===== config.mk =====
export PLATFORM = sky130hd
export DESIGN_NAME = otp_cipher_uart_tx
export DESIGN_NICKNAME = d
export VERILOG_FILES = /design/src/rtl/otp_pkg.sv /design/src/rtl/otp_sync_fifo.sv /design/src/rtl/otp_cipher_uart_tx.sv
export SDC_FILE = /design/constraint.sdc
export NUM_CORES = 1
export LEC_CHECK = 0
export CAP_MARGIN = 40
export CORE_MARGIN = 3
export CORE_UTILIZATION = 35
export CTS_CLUSTER_DIAMETER = 150
export DETAILED_ROUTE_END_ITERATION = 10
export HOLD_SLACK_MARGIN = 0.12
export PLACE_DENSITY = 0.56
export SLEW_MARGIN = 20
export SYNTH_ARGS = -nofsm -noshare
export SYNTH_HDL_FRONTEND = slang
export SYNTH_SLANG_ARGS = --single-unit
export TNS_END_PERCENT = 100

===== constraint.sdc =====
create_clock -name clk -period 3.01 [get_ports clk]
set_input_delay 0.602 -clock clk [delete_from_list [all_inputs] [get_ports clk]]
set_output_delay 0.602 -clock clk [all_outputs]
set_load 0.005 [all_outputs]

===== src/rtl/otp_pkg.sv =====
// Shared definitions for the OTP cipher datapath: transmitter FSM encoding,
// header byte layout and the pad index width also used by the encryptor.
package otp_pkg;

  localparam int PAD_IDX_W = 3;
  localparam int TAG_W     = 4;
  localparam int DATA_W    = 8;
  localparam int ENTRY_W   = PAD_IDX_W + DATA_W;

  localparam logic [TAG_W-1:0] HDR_TAG_DEFAULT = 4'hA;

  typedef enum logic [2:0] {
    IDLE   = 3'd0,
    START  = 3'd1,
    DATA   = 3'd2,
    STOP   = 3'd3,
    PARITY = 3'd4
  } tx_state_t;

  // Header byte: tag nibble, a reserved zero bit, then the pad index.
  function automatic logic [DATA_W-1:0] make_header(input logic [TAG_W-1:0] tag,
                                                    input logic [PAD_IDX_W-1:0] idx);
    return {tag, 1'b0, idx};
  endfunction

endpackage


===== src/rtl/otp_sync_fifo.sv =====
// Synchronous first-word-fall-through FIFO holding {index, data} entries.
// Pointers wrap modulo DEPTH; occupancy is kept in its own counter.
import otp_pkg::*;

module otp_sync_fifo #(
  parameter int WIDTH = ENTRY_W,
  parameter int DEPTH = 8,
  localparam int PTR_W = $clog2(DEPTH),
  localparam int CNT_W = PTR_W + 1
) (
  input  logic             clk,
  input  logic             rst,
  input  logic             wr_en,
  input  logic [WIDTH-1:0] wr_data,
  input  logic             rd_en,
  output logic [WIDTH-1:0] rd_data,
  output logic [CNT_W-1:0] count,
  output logic             full,
  output logic             empty
);

  logic [WIDTH-1:0] mem [DEPTH];
  logic [PTR_W-1:0] wr_ptr_reg;
  logic [PTR_W-1:0] rd_ptr_reg;
  logic [CNT_W-1:0] count_reg;
  logic             do_wr;
  logic             do_rd;

  assign full  = (count_reg == CNT_W'(DEPTH));
  assign empty = (count_reg == '0);
  // A write while full is dropped even if a read frees a slot this cycle.
  assign do_wr = wr_en && !full;
  assign do_rd = rd_en && !empty;

  always_ff @(posedge clk) begin
    if (rst) begin
      wr_ptr_reg <= '0;
      rd_ptr_reg <= '0;
      count_reg  <= '0;
    end else begin
      if (do_wr) wr_ptr_reg <= wr_ptr_reg + PTR_W'(1);
      if (do_rd) rd_ptr_reg <= rd_ptr_reg + PTR_W'(1);
      case ({do_wr, do_rd})
        2'b10:   count_reg <= count_reg + CNT_W'(1);
        2'b01:   count_reg <= count_reg - CNT_W'(1);
        default: count_reg <= count_reg;
      endcase
    end
  end

  always_ff @(posedge clk) begin
    if (do_wr) mem[wr_ptr_reg] <= wr_data;
  end

  assign rd_data = mem[rd_ptr_reg];
  assign count   = count_reg;

endmodule


===== src/rtl/otp_cipher_uart_tx.sv =====
// Buffers ciphertext bytes and sends each as a UART record: header {tag,0,index}
// then the data byte. Define OTP_TX_PARITY_EN to append an even-parity bit per byte.
import otp_pkg::*;

module otp_cipher_uart_tx #(
  parameter int               CLKS_PER_BIT = 16,
  parameter int               FIFO_DEPTH   = 8,
  parameter logic [TAG_W-1:0] HDR_TAG      = HDR_TAG_DEFAULT,
  localparam int              CNT_W        = $clog2(FIFO_DEPTH) + 1
) (
  input  logic                 clk,
  input  logic                 rst,
  input  logic                 in_valid,
  input  logic [DATA_W-1:0]    in_data,
  input  logic [PAD_IDX_W-1:0] in_index,
  output logic                 in_ready,
  output logic                 tx,
  output logic                 busy,
  output logic [CNT_W-1:0]     fifo_count,
  output logic                 overflow
);

  localparam int BAUD_W = $clog2(CLKS_PER_BIT);
  localparam logic [BAUD_W-1:0] BAUD_LAST = BAUD_W'(CLKS_PER_BIT - 1);

  logic [ENTRY_W-1:0]   fifo_rd_data;
  logic                 fifo_full;
  logic                 fifo_empty;
  logic                 pop;
  logic                 push_ok;
  logic [PAD_IDX_W-1:0] rd_index;
  logic [DATA_W-1:0]    rd_byte;

  tx_state_t            state_reg, state_next;
  logic [BAUD_W-1:0]    baud_reg, baud_next;
  logic [2:0]           bit_reg, bit_next;
  logic [DATA_W-1:0]    shift_reg, shift_next;
  logic [DATA_W-1:0]    hold_reg, hold_next;
  logic                 sel_reg, sel_next;
  logic                 tx_reg, tx_next;
  logic                 busy_reg, busy_next;
  logic                 overflow_reg, overflow_next;
  logic                 baud_done;
`ifdef OTP_TX_PARITY_EN
  logic                 parity_reg, parity_next;
`endif

  otp_sync_fifo #(
    .WIDTH (ENTRY_W),
    .DEPTH (FIFO_DEPTH)
  ) u_fifo (
    .clk     (clk),
    .rst     (rst),
    .wr_en   (in_valid),
    .wr_data ({in_index, in_data}),
    .rd_en   (pop),
    .rd_data (fifo_rd_data),
    .count   (fifo_count),
    .full    (fifo_full),
    .empty   (fifo_empty)
  );

  assign rd_index  = fifo_rd_data[ENTRY_W-1 -: PAD_IDX_W];
  assign rd_byte   = fifo_rd_data[DATA_W-1:0];
  assign in_ready  = ~fifo_full;
  assign push_ok   = in_valid & ~fifo_full;
  assign baud_done = (baud_reg == BAUD_LAST);

  always_ff @(posedge clk) begin
    if (rst) begin
      state_reg    <= IDLE;
      baud_reg     <= '0;
      bit_reg      <= '0;
      shift_reg    <= '0;
      hold_reg     <= '0;
      sel_reg      <= 1'b0;
      tx_reg       <= 1'b1;
      busy_reg     <= 1'b0;
      overflow_reg <= 1'b0;
`ifdef OTP_TX_PARITY_EN
      parity_reg   <= 1'b0;
`endif
    end else begin
      state_reg    <= state_next;
      baud_reg     <= baud_next;
      bit_reg      <= bit_next;
      shift_reg    <= shift_next;
      hold_reg     <= hold_next;
      sel_reg      <= sel_next;
      tx_reg       <= tx_next;
      busy_reg     <= busy_next;
      overflow_reg <= overflow_next;
`ifdef OTP_TX_PARITY_EN
      parity_reg   <= parity_next;
`endif
    end
  end

  always_comb begin
    state_next = state_reg;
    baud_next  = baud_reg;
    bit_next   = bit_reg;
    shift_next = shift_reg;
    hold_next  = hold_reg;
    sel_next   = sel_reg;
    pop        = 1'b0;
    case (state_reg)
      IDLE: begin
        baud_next = '0;
        if (!fifo_empty) begin
          pop        = 1'b1;
          shift_next = make_header(HDR_TAG, rd_index);
          hold_next  = rd_byte;
          sel_next   = 1'b0;
          state_next = START;
        end
      end
      START: begin
        if (baud_done) begin
          baud_next  = '0;
          bit_next   = '0;
          state_next = DATA;
        end else begin
          baud_next = baud_reg + BAUD_W'(1);
        end
      end
      DATA: begin
        if (baud_done) begin
          baud_next  = '0;
          shift_next = {1'b0, shift_reg[DATA_W-1:1]};
          bit_next   = bit_reg + 3'd1;
`ifdef OTP_TX_PARITY_EN
          if (bit_reg == 3'd7) state_next = PARITY;
`else
          if (bit_reg == 3'd7) state_next = STOP;
`endif
        end else begin
          baud_next = baud_reg + BAUD_W'(1);
        end
      end
`ifdef OTP_TX_PARITY_EN
      PARITY: begin
        if (baud_done) begin
          baud_next  = '0;
          state_next = STOP;
        end else begin
          baud_next = baud_reg + BAUD_W'(1);
        end
      end
`endif
      STOP: begin
        if (baud_done) begin
          baud_next = '0;
          // Header just finished: the data byte of the same record follows.
          if (!sel_reg) begin
            shift_next = hold_reg;
            sel_next   = 1'b1;
            state_next = START;
          end else begin
            state_next = IDLE;
          end
        end else begin
          baud_next = baud_reg + BAUD_W'(1);
        end
      end
      default: state_next = IDLE;
    endcase
  end

`ifdef OTP_TX_PARITY_EN
  always_comb begin
    parity_next = parity_reg;
    if (state_next == START && state_reg != START) parity_next = ^shift_next;
  end
`endif

  // Line level follows the current state, so tx trails the state by one cycle.
  always_comb begin
    tx_next = 1'b1;
    case (state_reg)
      START:   tx_next = 1'b0;
      DATA:    tx_next = shift_reg[0];
`ifdef OTP_TX_PARITY_EN
      PARITY:  tx_next = parity_reg;
`endif
      default: tx_next = 1'b1;
    endcase
  end

  // Occupancy after this edge is non-zero on a push, or if more than the popped entry remains.
  assign busy_next     = (state_next != IDLE) || push_ok || (fifo_count > CNT_W'(pop));
  assign overflow_next = overflow_reg | (in_valid & fifo_full);

  assign tx       = tx_reg;
  assign busy     = busy_reg;
  assign overflow = overflow_reg;

endmodule


# Yosys cells after proc, flatten, opt, wreduce, memory -nomap -nowiden
# Memories as Yosys holds them, arrays and structs flattened. A register that Yosys moved wholly into a read port is not among the register bits.
# Index checks and enable logic that the tools add are counted.
# word_totals
mem_count	1
output_inout_bits	8
mem_bits_rw	88
word_cells	85
input_bits	14
register_bits	40
# memory_table
memory	words	word_bits	rd	rd_ports_with_merged_regs	write_ports	line	rtl
u_fifo.mem	8	11	1	1	1	otp_sync_fifo.sv:22	logic [WIDTH-1:0] mem [DEPTH];
# op_classes
magnitude_cmp	1
bitwise	5
eq_ne	13
muxes	28
n_addsub	6
n_reduce_logical	19
# ops
cell	count
2-to-1 mux 8 bit	4
2-to-1 mux 3 bit	9
case mux 8 bit (3 select lines)	1
case mux 4 bit (2 select lines)	2
case mux 3 bit (4 select lines)	1
inequality test 2 bit (second input constant)	5
adder 3 x 1 -> 3 bit (second input constant)	3
adder 4 x 1 -> 4 bit (second input constant)	2
== test 4 bit (second input constant)	2
nonzero test 2 bit	4
2-to-1 mux 1 bit	7
== test 3 x 2 -> 1 bit (second input constant)	2
case mux 3 bit (2 select lines)	1
AND reduction 3 bit	2
nonzero test 3 bit	2
AND reduction 5 bit	1
> comparator 4 x 1 -> 1 bit	1
logical NOT 4 bit	1
2-to-1 mux 4 bit	1
case mux 1 bit (2 select lines)	2
subtractor 4 x 1 -> 4 bit (second input constant)	1
== test 3 x 1 -> 1 bit (second input constant)	1
== test 3 bit (second input constant)	1
logical NOT 3 bit	1
10 further kinds	15

# Longest topological paths before layout
# Gate-level depths: netlist (run 1).
# depth
word_depth	7
ltp_mapped	11
mapped_depth_nobuf	10

# By module
# Synthesis (run 1) repeated with hierarchy kept, for this count alone.
# hier_totals
hier_cells	370
area_unflattened_um2	5470.2
# by_module_without_submodules
mod	instances	area_each_um2	cells_per_inst	seq_area_each_um2
otp_sync_fifo	1	4001.3	200	2902.8
otp_cipher_uart_tx	1	1468.9	170	600.6

# Worst setup path before layout (run 1)
# No wires, ideal clock.
# synth_path
path_type	register to register
startpoint	reg u_fifo.count_reg[0] (netlist: u_fifo.count[0])
endpoint	reg u_fifo.count_reg[3] (netlist: u_fifo.count[3])
n_path_buf	1
required_time_ns	2.938
slack_ns	0.515
t_arrival_ns	2.423
path_stages_with_launch	10
cell_sequence	dfxtp_1 -> or4b_1 -> clkbuf_1 -> nand2_1 -> ha_1 -> ha_1 -> a21oi_1 -> a21oi_1 -> or4_1 -> a21oi_1
# synth_via
elab_chain_cells	6
word_cells_on_any_way	14
# synth_lines
item	line	rtl
from (decl)	otp_sync_fifo.sv:25	logic [CNT_W-1:0] count_reg;
from (signal assigned)	otp_sync_fifo.sv:44	2'b10: count_reg <= count_reg + CNT_W'(1);
from (signal assigned)	otp_sync_fifo.sv:45	2'b01: count_reg <= count_reg - CNT_W'(1);
from (signal assigned)	otp_sync_fifo.sv:46	default: count_reg <= count_reg;
logical NOT 4 bit	otp_sync_fifo.sv:30	assign empty = (count_reg == '0);
2-to-1 mux 1 bit	otp_cipher_uart_tx.sv:110	if (!fifo_empty) begin
2-to-1 mux 1 bit	otp_cipher_uart_tx.sv:107	case (state_reg)
logical AND 1 bit	otp_sync_fifo.sv:33	assign do_rd = rd_en && !empty;
== test 2 x 1 -> 1 bit / == test 2 bit (equally long branches)	otp_sync_fifo.sv:43	case ({do_wr, do_rd})
case mux 4 bit (2 select lines) / nonzero test 2 bit (equally long branches)	-	
# Several ways; a longest one is shown, not always the timed one.
# A chain may end at the register's enable or synchronous reset.

# Worst setup path in the final report (run 1)
# Ends and elaborated chain as after synthesis.

==> results of run 1 <==
==> layout make-up <==
cell class                      instances  area (sq um)  area share
Sequential cell                       131          3503      0.5424
Multi-Input combinational cell        205          1734      0.2685
Clock buffer                           17         425.4     0.06587
Timing Repair Buffer                   39         345.3     0.05347
Tap cell                              184         230.2     0.03565
Clock inverter                         15         185.2     0.02867
Inverter                                8         35.03    0.005424
==> where the power goes <==
group / total [mW] / leakage (nW) / internal (mW) / switching [mW]
clock network: 2.11 / 0.299 / 1.26 / 0.849
logic: 1.03 / 0.696 / 0.474 / 0.555
registers: 2.21 / 1.15 / 2.09 / 0.113
total: 5.35 / 2.14 / 3.83 / 1.52
==> tightest hold or removal path, delay by kind of cell (launching register included) <==
kind | cells | cell delay, ns
compound gates | 1 | 0.05
simple gates | 1 | 0.06
flops | 1 | 0.31
==> routing by layer <==
layer | share of wire | wire (um) | vias to the layer above | GRT usage
li1 | - | - | 1488 | -
met1 | 0.44 | 4708 | 1522 | 0.1719
met2 | 0.50 | 5254 | 65 | 0.2218
met3 | 0.046 | 490 | 12 | 0.03848
met4 | 0.013 | 136 | 0 | 0.05929
met5 | 0 | 0 | - | 0
==> per-stage QoR <==
stage,power (mW),instances,utilization,area (sq um)
after global placement,3.255,567,0.3949,5848
after global routing,5.619,599,0.4361,6459
after detailed placement,3.285,567,0.3949,5848
final,5.346,599,0.4361,6459
after floorplan,3.022,366,-,5405
after CTS,5.419,599,0.4361,6459
==> Yosys cell counts, types with 3 or more instances <==
library cell  number  share of area
nand2b_1           3         0.0035
nor3_1             7         0.0065
and3_1             3         0.0035
buf_2              4         0.0037
nand3_1           12          0.011
edfxtp_1          88           0.49
ha_1               9          0.021
dfxtp_1           43           0.16
mux4_1             6          0.029
a211oi_2           8          0.019
xor2_1             4         0.0065
mux2i_1           15          0.028
o221ai_1           3         0.0049
buf_4              3         0.0042
buf_6              3         0.0062
o21ai_0            7         0.0065
nand2_1           14         0.0097
nor2_1            35          0.024
mux4_2            16          0.067
mux2_2             3         0.0062
clkbuf_1           9         0.0062
inv_1              7         0.0049
nor4_1             4         0.0046
a21oi_1           21          0.019
==> how the worst max path moves through the flow <==
stage                    start         endpoint  cells past startpoint
2_1_floorplan  u_fifo.count[0]  u_fifo.count[3]                      9
3_5_place_dp          in_valid  u_fifo.count[3]                      8
4_1_cts        u_fifo.count[0]  u_fifo.count[3]                      8
6_report       u_fifo.count[0]  u_fifo.count[3]                      8
3_3_place_gp          in_valid  u_fifo.count[3]                      8
5_1_grt        u_fifo.count[0]  u_fifo.count[3]                      8
==> cells by family (layout without fill, tap and decap cells) <==
family / Yosys count / in the layout / share of synthesized area
AOI/OAI and AO/OA: 53 / 53 / 0.06922
xor gates and xnor gates: 6 / 6 / 0.009722
adders and majority gates: 10 / 10 / 0.02454
buffers and inverters: 30 / 79 / 0.03102
DFF: 131 / 131 / 0.6481
muxes: 40 / 40 / 0.1299
other: 1 / 1 / 0.0006938
and+or+nand+nor: 95 / 95 / 0.08680
==> results.ini, run 1 <==
[grt]
grt_pass1_wl_um=17050
track_usage=0.1368
antenna_found_initial=0
grt_max_degree=29
gr-total-overflow=0
grt_pass1_vias=3217

[drt]
drt-pass1-iter-count=5
drc=0
drt-wirelength-per-cell_um=17.68
ant_nets=0
routed_wl_um=10590
avgViaCountPerCell=5.154
num_vias=3087
drt_iter0_drc=173

[layout]
fillers=1335
final_common_cell=edfxtp_1
antenna_cells=0
layout_common_cells=edfxtp_1, dfxtp_1, nor2_1, a21oi_1, clkdlybuf4s50_1
fin_nets=426
largest_register_ffs=88
drive_above_1_share=0.1976
synthToLayoutAreaGrowth_pct=19.49

[critical_path]
r2r_end=u_fifo.count[3]
max_stage_delay_ns=0.67
rrSetupSlack_ns=0.28
cp_cell_sequence=or4b_1, nand2_1, ha_1, ha_1, a21oi_1, a21oi_1, or4_1, a21oi_1
r2r_start=u_fifo.count[0]
crit_type=register to register
cp_slowest_cell=or4b_1
cp.arrival_ns=3.08
worstPathBufferInverterCount=0
end_kind=register
cp_data_required_time_ns=3.35
cp_top_family=simple AND/OR/NAND/NOR gates
path_common_cell=a21oi_1
reg2regPathDepth=8
crit_fanout=6
crit_path_start_kind=register

[clocking]
cts_root_buffer=clkbuf_16
cts_setup_buffers=0
clkTransAtPathRegs_ns=0.06
htree_levels=4
insertion_delay_ns=0.42
ctsHoldBuffers=0
cts_resized=0
cts_sinks=131
cts_tree=done
clock_tree.buffer_depth=2
numCtsBuffers=17

[placed_design]
gp_congestion=0.6959
place_ws_ns=0.2190
io_buffers=21
post-dp-hpwl_um=6467

[sta]
slew_headroom=0.5624
final.setup.tns_ns=0
setup_viol=0
min_period_ns=2.734
tightest_slew_ns=0.6555
hold_viol_final=0
rsz0062_at_grt=no
maxSlewViolCount=0
setup_ws_ns=0.2756
fin_crit_sh=0.9084
fin_hold_ws_ns=0.4682
fin_skew_ns=0.01077
max_freq_ghz=0.3657

[floorplanning]
fp.dieW_um=130.3
num_rows=44
core-area_sq_um=14810
initial_core_util=0.3650
num_io_pins=22
dieArea_sq_um=16970
die_h_um=130.3

[min_path]
worstHoldPathCells=2
hold_path.class=register to register
min_from=shift_reg[4]
min_to=shift_reg[4]

[synth]
synth_edf_count=88
syn-num-nets=390
avgSynthCellArea_sq_um=14.77
seq_area_frac_synth=0.6481
ys_ff_latch=131
ys_types=50
netlist_area_sq_um=5405
syn_inst=366
ys.flop_type=edfxtp_1
async_flop_share=0
yosysWarnings=0

[power_and_ir_drop]
powerDensity_nw_per_um2=827.7
ir_drop_mv=0.5740
leakagePower_nw=2.144

[run]
drv_cap=0

[status]
outcome=completed

(Power assumes the default switching activity.)
==> run 2, diff against run 1 <==
--- a/config.mk
+++ b/config.mk
@@ -5,7 +5,8 @@
 export SDC_FILE = /design/constraint.sdc
 export NUM_CORES = 1
 export LEC_CHECK = 0
-export CAP_MARGIN = 40
+export ABC_AREA = 1
+export CAP_MARGIN = 25
 export CORE_MARGIN = 3
 export CORE_UTILIZATION = 35
 export CTS_CLUSTER_DIAMETER = 150
==> run 2 against run 1 <==
Synthesized cell count increased by 64%. Synthesized area increased by 3.5%. Sequential share of layout area decreased by 1.3 points. Largest cell class unchanged.
==> results.ini, run 2 <==
[grt]
grtUsageMet2=0.2289  ; was 0.2218
top_usage_layer=met2  ; unchanged
grt_pass1_vias=4034  ; was 3217
grt_max_degree=45  ; was 29
gr-total-overflow=0  ; unchanged
antenna_found_initial=0  ; unchanged
grtUsageMet3=0.03726  ; was 0.03848
grt_pass1_wl_um=19380  ; was 17050 um
track_usage=0.1406  ; was 0.1368
grtUsageMet1=0.1757  ; was 0.1719

[min_path]
hold_path.class=register to register  ; unchanged

[clocking]
ctsHoldBuffers=0  ; unchanged
numCtsBuffers=17  ; unchanged
htree_levels=4  ; unchanged
clkTransAtPathRegs_ns=0.06  ; about the same
clock_tree.buffer_depth=2  ; unchanged
insertion_delay_ns=0.42  ; about the same
cts_setup_buffers=0  ; unchanged
cts_sinks=131  ; unchanged
cts_resized=0  ; unchanged
cts_root_buffer=clkbuf_16  ; unchanged
cts_tree=done  ; unchanged

[sta]
setup_viol=0  ; unchanged
hold_viol_final=0  ; unchanged
tightest_slew_ns=0.7669  ; was 0.6555 ns
fin_crit_sh=0.7325  ; was 0.9084
maxSlewViolCount=0  ; unchanged
max_freq_ghz=0.4535  ; was 0.3657 GHz
min_period_ns=2.205  ; was 2.734 ns
final.setup.tns_ns=0  ; unchanged
rsz0062_at_grt=no  ; unchanged
fin_skew_ns=0.008637  ; was 0.01077 ns
slew_headroom=0.4880  ; was 0.5624

[synth]
synth_edf_count=88  ; unchanged
avgSynthCellArea_sq_um=9.310  ; was 14.77 sq um
synthTopCellsByCount=nand2_1, edfxtp_1, inv_1  ; was edfxtp_1, dfxtp_1, nor2_1
ys.flop_type=edfxtp_1  ; unchanged
ys_types=30  ; was 50
synthTopCellsByArea=edfxtp_1, dfxtp_1, nand2_1  ; was edfxtp_1, dfxtp_1, mux4_2
yosysWarnings=0  ; unchanged
ys_ff_latch=131  ; unchanged
yosys.area.top_type=edfxtp_1  ; unchanged
synth.most_common_cell=nand2_1  ; was edfxtp_1
async_flop_share=0  ; unchanged
syn_inst=601  ; was 366
seq_area_frac_synth=0.6261  ; was 0.6481
synth_top_area_frac=0.4723  ; was 0.4889
syn-num-nets=625  ; was 390
netlist_area_sq_um=5595  ; was 5405 sq um

[floorplanning]
fp.dieW_um=132.4  ; was 130.3 um
dieArea_sq_um=17540  ; was 16970 sq um
core-area_sq_um=15430  ; was 14810 sq um
initial_core_util=0.3627  ; was 0.3650
num_io_pins=22  ; unchanged
num_rows=45  ; was 44
die_h_um=132.4  ; was 130.3 um

[drt]
avgViaCountPerCell=4.605  ; was 5.154
ant_nets=0  ; unchanged
drt-wirelength-per-cell_um=13.73  ; was 17.68 um
drt_iter0_drc=231  ; was 173
routed_wl_um=11740  ; was 10590 um
drc=0  ; unchanged
num_vias=3937  ; was 3087
drt-pass1-iter-count=4  ; was 5

[layout]
drive_above_1_share=0.09627  ; was 0.1976
final_common_cell=nand2_1  ; was edfxtp_1
final_util=0.4291  ; was 0.4361
layout_common_cells=nand2_1, edfxtp_1, inv_1, nand3_1, dfxtp_1  ; was edfxtp_1, dfxtp_1, nor2_1, a21oi_1, clkdlybuf4s50_1
largest_register_ffs=88  ; unchanged
multi_input_area_sq_um=1768  ; was 1734 sq um
synthToLayoutAreaGrowth_pct=18.31  ; was 19.49%
antenna_cells=0  ; unchanged
fin_nets=656  ; was 426
fillers=1487  ; was 1335
regArea_sq_um=3503  ; unchanged

[power_and_ir_drop]
ir_drop_mv=0.5428  ; was 0.5740 mV
p_total_mw=5.524  ; was 5.346 mW
leakagePower_nw=2.725  ; was 2.144 nW
powerDensity_nw_per_um2=834.4  ; was 827.7 nW/um^2

[placed_design]
gp_congestion=0.7870  ; was 0.6959
io_buffers=21  ; unchanged
post-dp-hpwl_um=7540  ; was 6467 um

[critical_path]
crit_fanout=15  ; was 6
cp_cell_sequence=inv_2, nand2_2, nor2_4, nand2_2, inv_1, ha_1, ha_1, nand2_1, nand2_1, o21ai_0, nand2_1, nand2_1, a21oi_1  ; was or4b_1, nand2_1, ha_1, ha_1, a21oi_1, a21oi_1, or4_1, a21oi_1
end_kind=register  ; unchanged
max_stage_delay_ns=0.45  ; was 0.67 ns
cp_slowest_cell=dfxtp_1  ; was or4b_1
cp_data_required_time_ns=3.30  ; was 3.35 ns
crit_type=register to register  ; unchanged
cp.arrival_ns=2.50  ; was 3.08 ns
crit_path_start_kind=register  ; unchanged
path_common_cell=nand2_1  ; was a21oi_1

[run]
drv_cap=0  ; unchanged

[status]
outcome=completed  ; unchanged

==> run 2: worst paths after layout <==
| path | startpoint | endpoint | slack [ns] | depth (start not counted) |
|---|---|---|---|---|
| max | state_reg[2] | u_fifo.count[3] | 0.81 | 13 |
| max reg2reg | state_reg[2] | u_fifo.count[3] | 0.81 | 13 |
| min | overflow | overflow | 0.45 | 2 |
| min reg2reg | overflow | overflow | 0.45 | 2 |
==> run 2: worst max-delay path, delay by kind of cell (launching register included) <==
| kind | cells | cell delay (ns) |
|---|---|---|
| and+or+nand+nor | 7 | 0.65 |
| adders and majority gates | 2 | 0.58 |
| buffers and inverters | 2 | 0.19 |
| DFF | 1 | 0.45 |
| AOI/OAI and AO/OA | 2 | 0.21 |
==> run 2: metal layers <==
layer  wire [um]  part of all wire
met3         487             0.041
met1        5326              0.45
met4         199             0.017
met2        5723              0.49
met5           0                 0
==> run 2: logic make-up after synthesis <==
logic type / synth area share
fa+ha+maj: 0.02370
buf+inv: 0.05791
other cells: 0.0006702
flops: 0.6261
simple gates: 0.2406
xor+xnor: 0.004697
compound gates: 0.04629
==> run 2: final cells by class <==
class                   count  area share
clock inverters            14     0.02079
repair buffers             34     0.04649
inverters                  57     0.03232
clock buffers              17     0.06426
multi-input cells         391      0.2671
well taps                 211     0.03988
flip-flops and latches    131      0.5292
==> run 2: per-stage QoR <==
stage               cell area [sq um]  instances  hold WS (ns)  setup slack (ns)
detailed placement               6057        824        0.4415            0.5016
global route                     6620        855        0.4706            0.5719
floorplan                        5595        601        0.4328            0.9938
global placement                 6057        824        0.4376            0.5375
finish                           6620        855        0.4466            0.8051
CTS                              6620        855        0.4505            0.7937
==> run 2: power breakdown <==
part / switching (mW) / leakage (nW) / internal, mW
combinational: 0.880 / 1.30 / 0.456
clock: 0.749 / 0.275 / 1.21
sequential: 0.111 / 1.15 / 2.12
total: 1.74 / 2.72 / 3.78
==> run 3, diff against run 2 <==
==> constraint.sdc (replaced) <==
create_clock -name clk -period 2.3 [get_ports clk]
set_input_delay 0.46 -clock clk [delete_from_list [all_inputs] [get_ports clk]]
set_output_delay 0.46 -clock clk [all_outputs]
set_load 0.005 [all_outputs]
==> run 3 against run 2 <==
Critical path type is now register to output pin. Highest routed layer unchanged. Die area did not move. Clock power rose by 31%. Hold slack improved by 0.0047 ns. Final area up 0.42%.
==> results.ini, run 3 (same netlist as run 2, synthesis figures left out) <==
[min_path]
min_from=overflow  ; unchanged
hold_path.class=register to register  ; unchanged

[power_and_ir_drop]
switching_share=0.3194  ; was 0.3150
pwr-share-clk=0.352  ; was 0.354
ir_drop_mv=0.5774  ; was 0.5428 mV
leakagePower_nw=2.733  ; was 2.725 nW
powerDensity_nw_per_um2=1098  ; was 834.4 nW/um^2
p_sw_mw=2.332  ; was 1.740 mW
intPower_mw=4.969  ; was 3.784 mW
power_frac_seq=0.402  ; was 0.404
comb_power_share=0.246  ; was 0.242
p_total_mw=7.300  ; was 5.524 mW

[sta]
max_freq_ghz=0.4888
setup_viol=0  ; unchanged
tightest_slew_ns=0.7356  ; was 0.7669 ns
hold_viol_final=0  ; unchanged
fin_skew_ns=0.01004  ; was 0.008637 ns
fin_crit_sh=0.8895
slew_headroom=0.5089  ; was 0.4880
min_period_ns=2.046
maxSlewViolCount=0  ; unchanged
rsz0062_at_grt=no  ; unchanged
final.setup.tns_ns=0  ; unchanged

[critical_path]
crit_fanout=5  ; was 15
crit_start=u_fifo.count[1]  ; was state_reg[2]
cp_data_required_time_ns=1.84  ; was 3.30 ns
crit_type=register to output pin  ; was register to register
r2r_start=u_fifo.count[1]  ; was state_reg[2]
end_kind=output pin  ; was register
crit_path_start_kind=register  ; unchanged
cp.arrival_ns=1.59  ; was 2.50 ns

[layout]
drive_above_1_share=0.09877  ; was 0.09627
fin_nets=659  ; was 656
synthToLayoutAreaGrowth_pct=18.81  ; was 18.31%
final_common_cell=nand2_1  ; unchanged
layout.cells.non_filler=859  ; was 855
antenna_cells=0  ; unchanged
layout_common_cells=nand2_1, edfxtp_1, inv_1, nand3_1, dfxtp_1  ; unchanged
largest_register_ffs=88  ; unchanged

[clocking]
cts_setup_buffers=0  ; unchanged
insertion_delay_ns=0.42  ; about the same
cts_tree=done  ; unchanged
cts_resized=0  ; unchanged
numCtsBuffers=17  ; unchanged
clkTransAtPathRegs_ns=0.05  ; was 0.06 ns
ctsHoldBuffers=0  ; unchanged
htree_levels=4  ; unchanged
cts_sinks=131  ; unchanged
cts_root_buffer=clkbuf_16  ; unchanged
clock_tree.buffer_depth=2  ; unchanged

[floorplanning]
dieArea_sq_um=17540  ; unchanged
num_rows=45  ; unchanged
core-area_sq_um=15430  ; unchanged
fp.dieW_um=132.4  ; unchanged
num_io_pins=22  ; unchanged
die_h_um=132.4  ; unchanged
initial_core_util=0.3627  ; unchanged

[placed_design]
post-dp-hpwl_um=8137  ; was 7540 um
io_buffers=21  ; unchanged
dp.cells=827  ; was 824
gp_congestion=0.8278  ; was 0.7870

[grt]
gr-total-overflow=0  ; unchanged
antenna_found_initial=0  ; unchanged
grt_max_degree=45  ; unchanged
grt_pass1_vias=3935  ; was 4034
grt_pass1_wl_um=19960  ; was 19380 um
track_usage=0.1450  ; was 0.1406

[drt]
num_vias=4039  ; was 3937
drc=0  ; unchanged
drt-wirelength-per-cell_um=14.39  ; was 13.73 um
avgViaCountPerCell=4.702  ; was 4.605
ant_nets=0  ; unchanged
routed_wl_um=12360  ; was 11740 um
drt_iter0_drc=325  ; was 231
drt-pass1-iter-count=5  ; was 4

[run]
drv_cap=0  ; unchanged

[status]
outcome=completed  ; unchanged

-- run 3: cell count changes in the layout (fill, tap and decap cells not counted), sizes merged --
| cell | before | now |
|---|---|---|
| clkinvlp | 2 | 3 |
| inv | 60 | 58 |
| clkbuf | 17 | 18 |
| buf | 13 | 16 |
| clkinv | 7 | 8 |
-- run 3: per-layer routing --
| metal | global-route usage | up-vias | wire length (um) |
|---|---|---|---|
| li1 | - | 2019 | - |
| met1 | 0.1879 | 1915 | 5709 |
| met2 | 0.2374 | 97 | 5888 |
| met3 | 0.04144 | 8 | 652 |
| met4 | 0.04330 | 0 | 107 |
| met5 | 0 | - | 0 |
-- run 3: stage by stage --
| step | hold slack (ns) | util | cell area, sq um | setup WS [ns] |
|---|---|---|---|---|
| CTS | 0.4516 | 0.4309 | 6648 | 0.2426 |
| floorplan | 0.4328 | - | 5595 | 0.2838 |
| detailed placement | 0.4430 | 0.3941 | 6080 | 0.06344 |
| global route | 0.4894 | 0.4309 | 6648 | 0.06669 |
| finish | 0.4513 | 0.4309 | 6648 | 0.2542 |
| global placement | 0.4385 | 0.3941 | 6080 | 0.08478 |
-- run 3: area by class of cell --
cell class,instances,area (sq um)
inverters,57,214.0
clock buffers,18,429.2
well taps,211,264.0
flip-flops and latches,131,3503
repair buffers,37,330.3
multi-input cells,391,1768
clock inverters,14,138.9
fillers,1472,8780
-- run 3: final timing paths --
kind	end	slack, ns	depth (start not counted)
setup / recovery	in_ready	0.25	3
setup reg to reg	u_fifo.count[2]	0.27	9
hold reg to reg	overflow	0.45	2
hold / removal	overflow	0.45	2
-- run 3: power by group through the flow --
stage	Combinational [mW]	Clock (mW)	Sequential [mW]
floorplan	1.28	0	2.94
global placement	1.76	0	2.97
detailed placement	1.79	0	2.98
CTS	1.81	2.60	2.94
global route	2.06	2.71	2.96
finish	1.79	2.57	2.94
-- run 3: critical path, stage by stage, from the launching register on --
cell,delay [ns]
dfxtp_1,0.35
nor2_1,0.22
nand3_1,0.14
clkdlybuf4s50_1,0.47
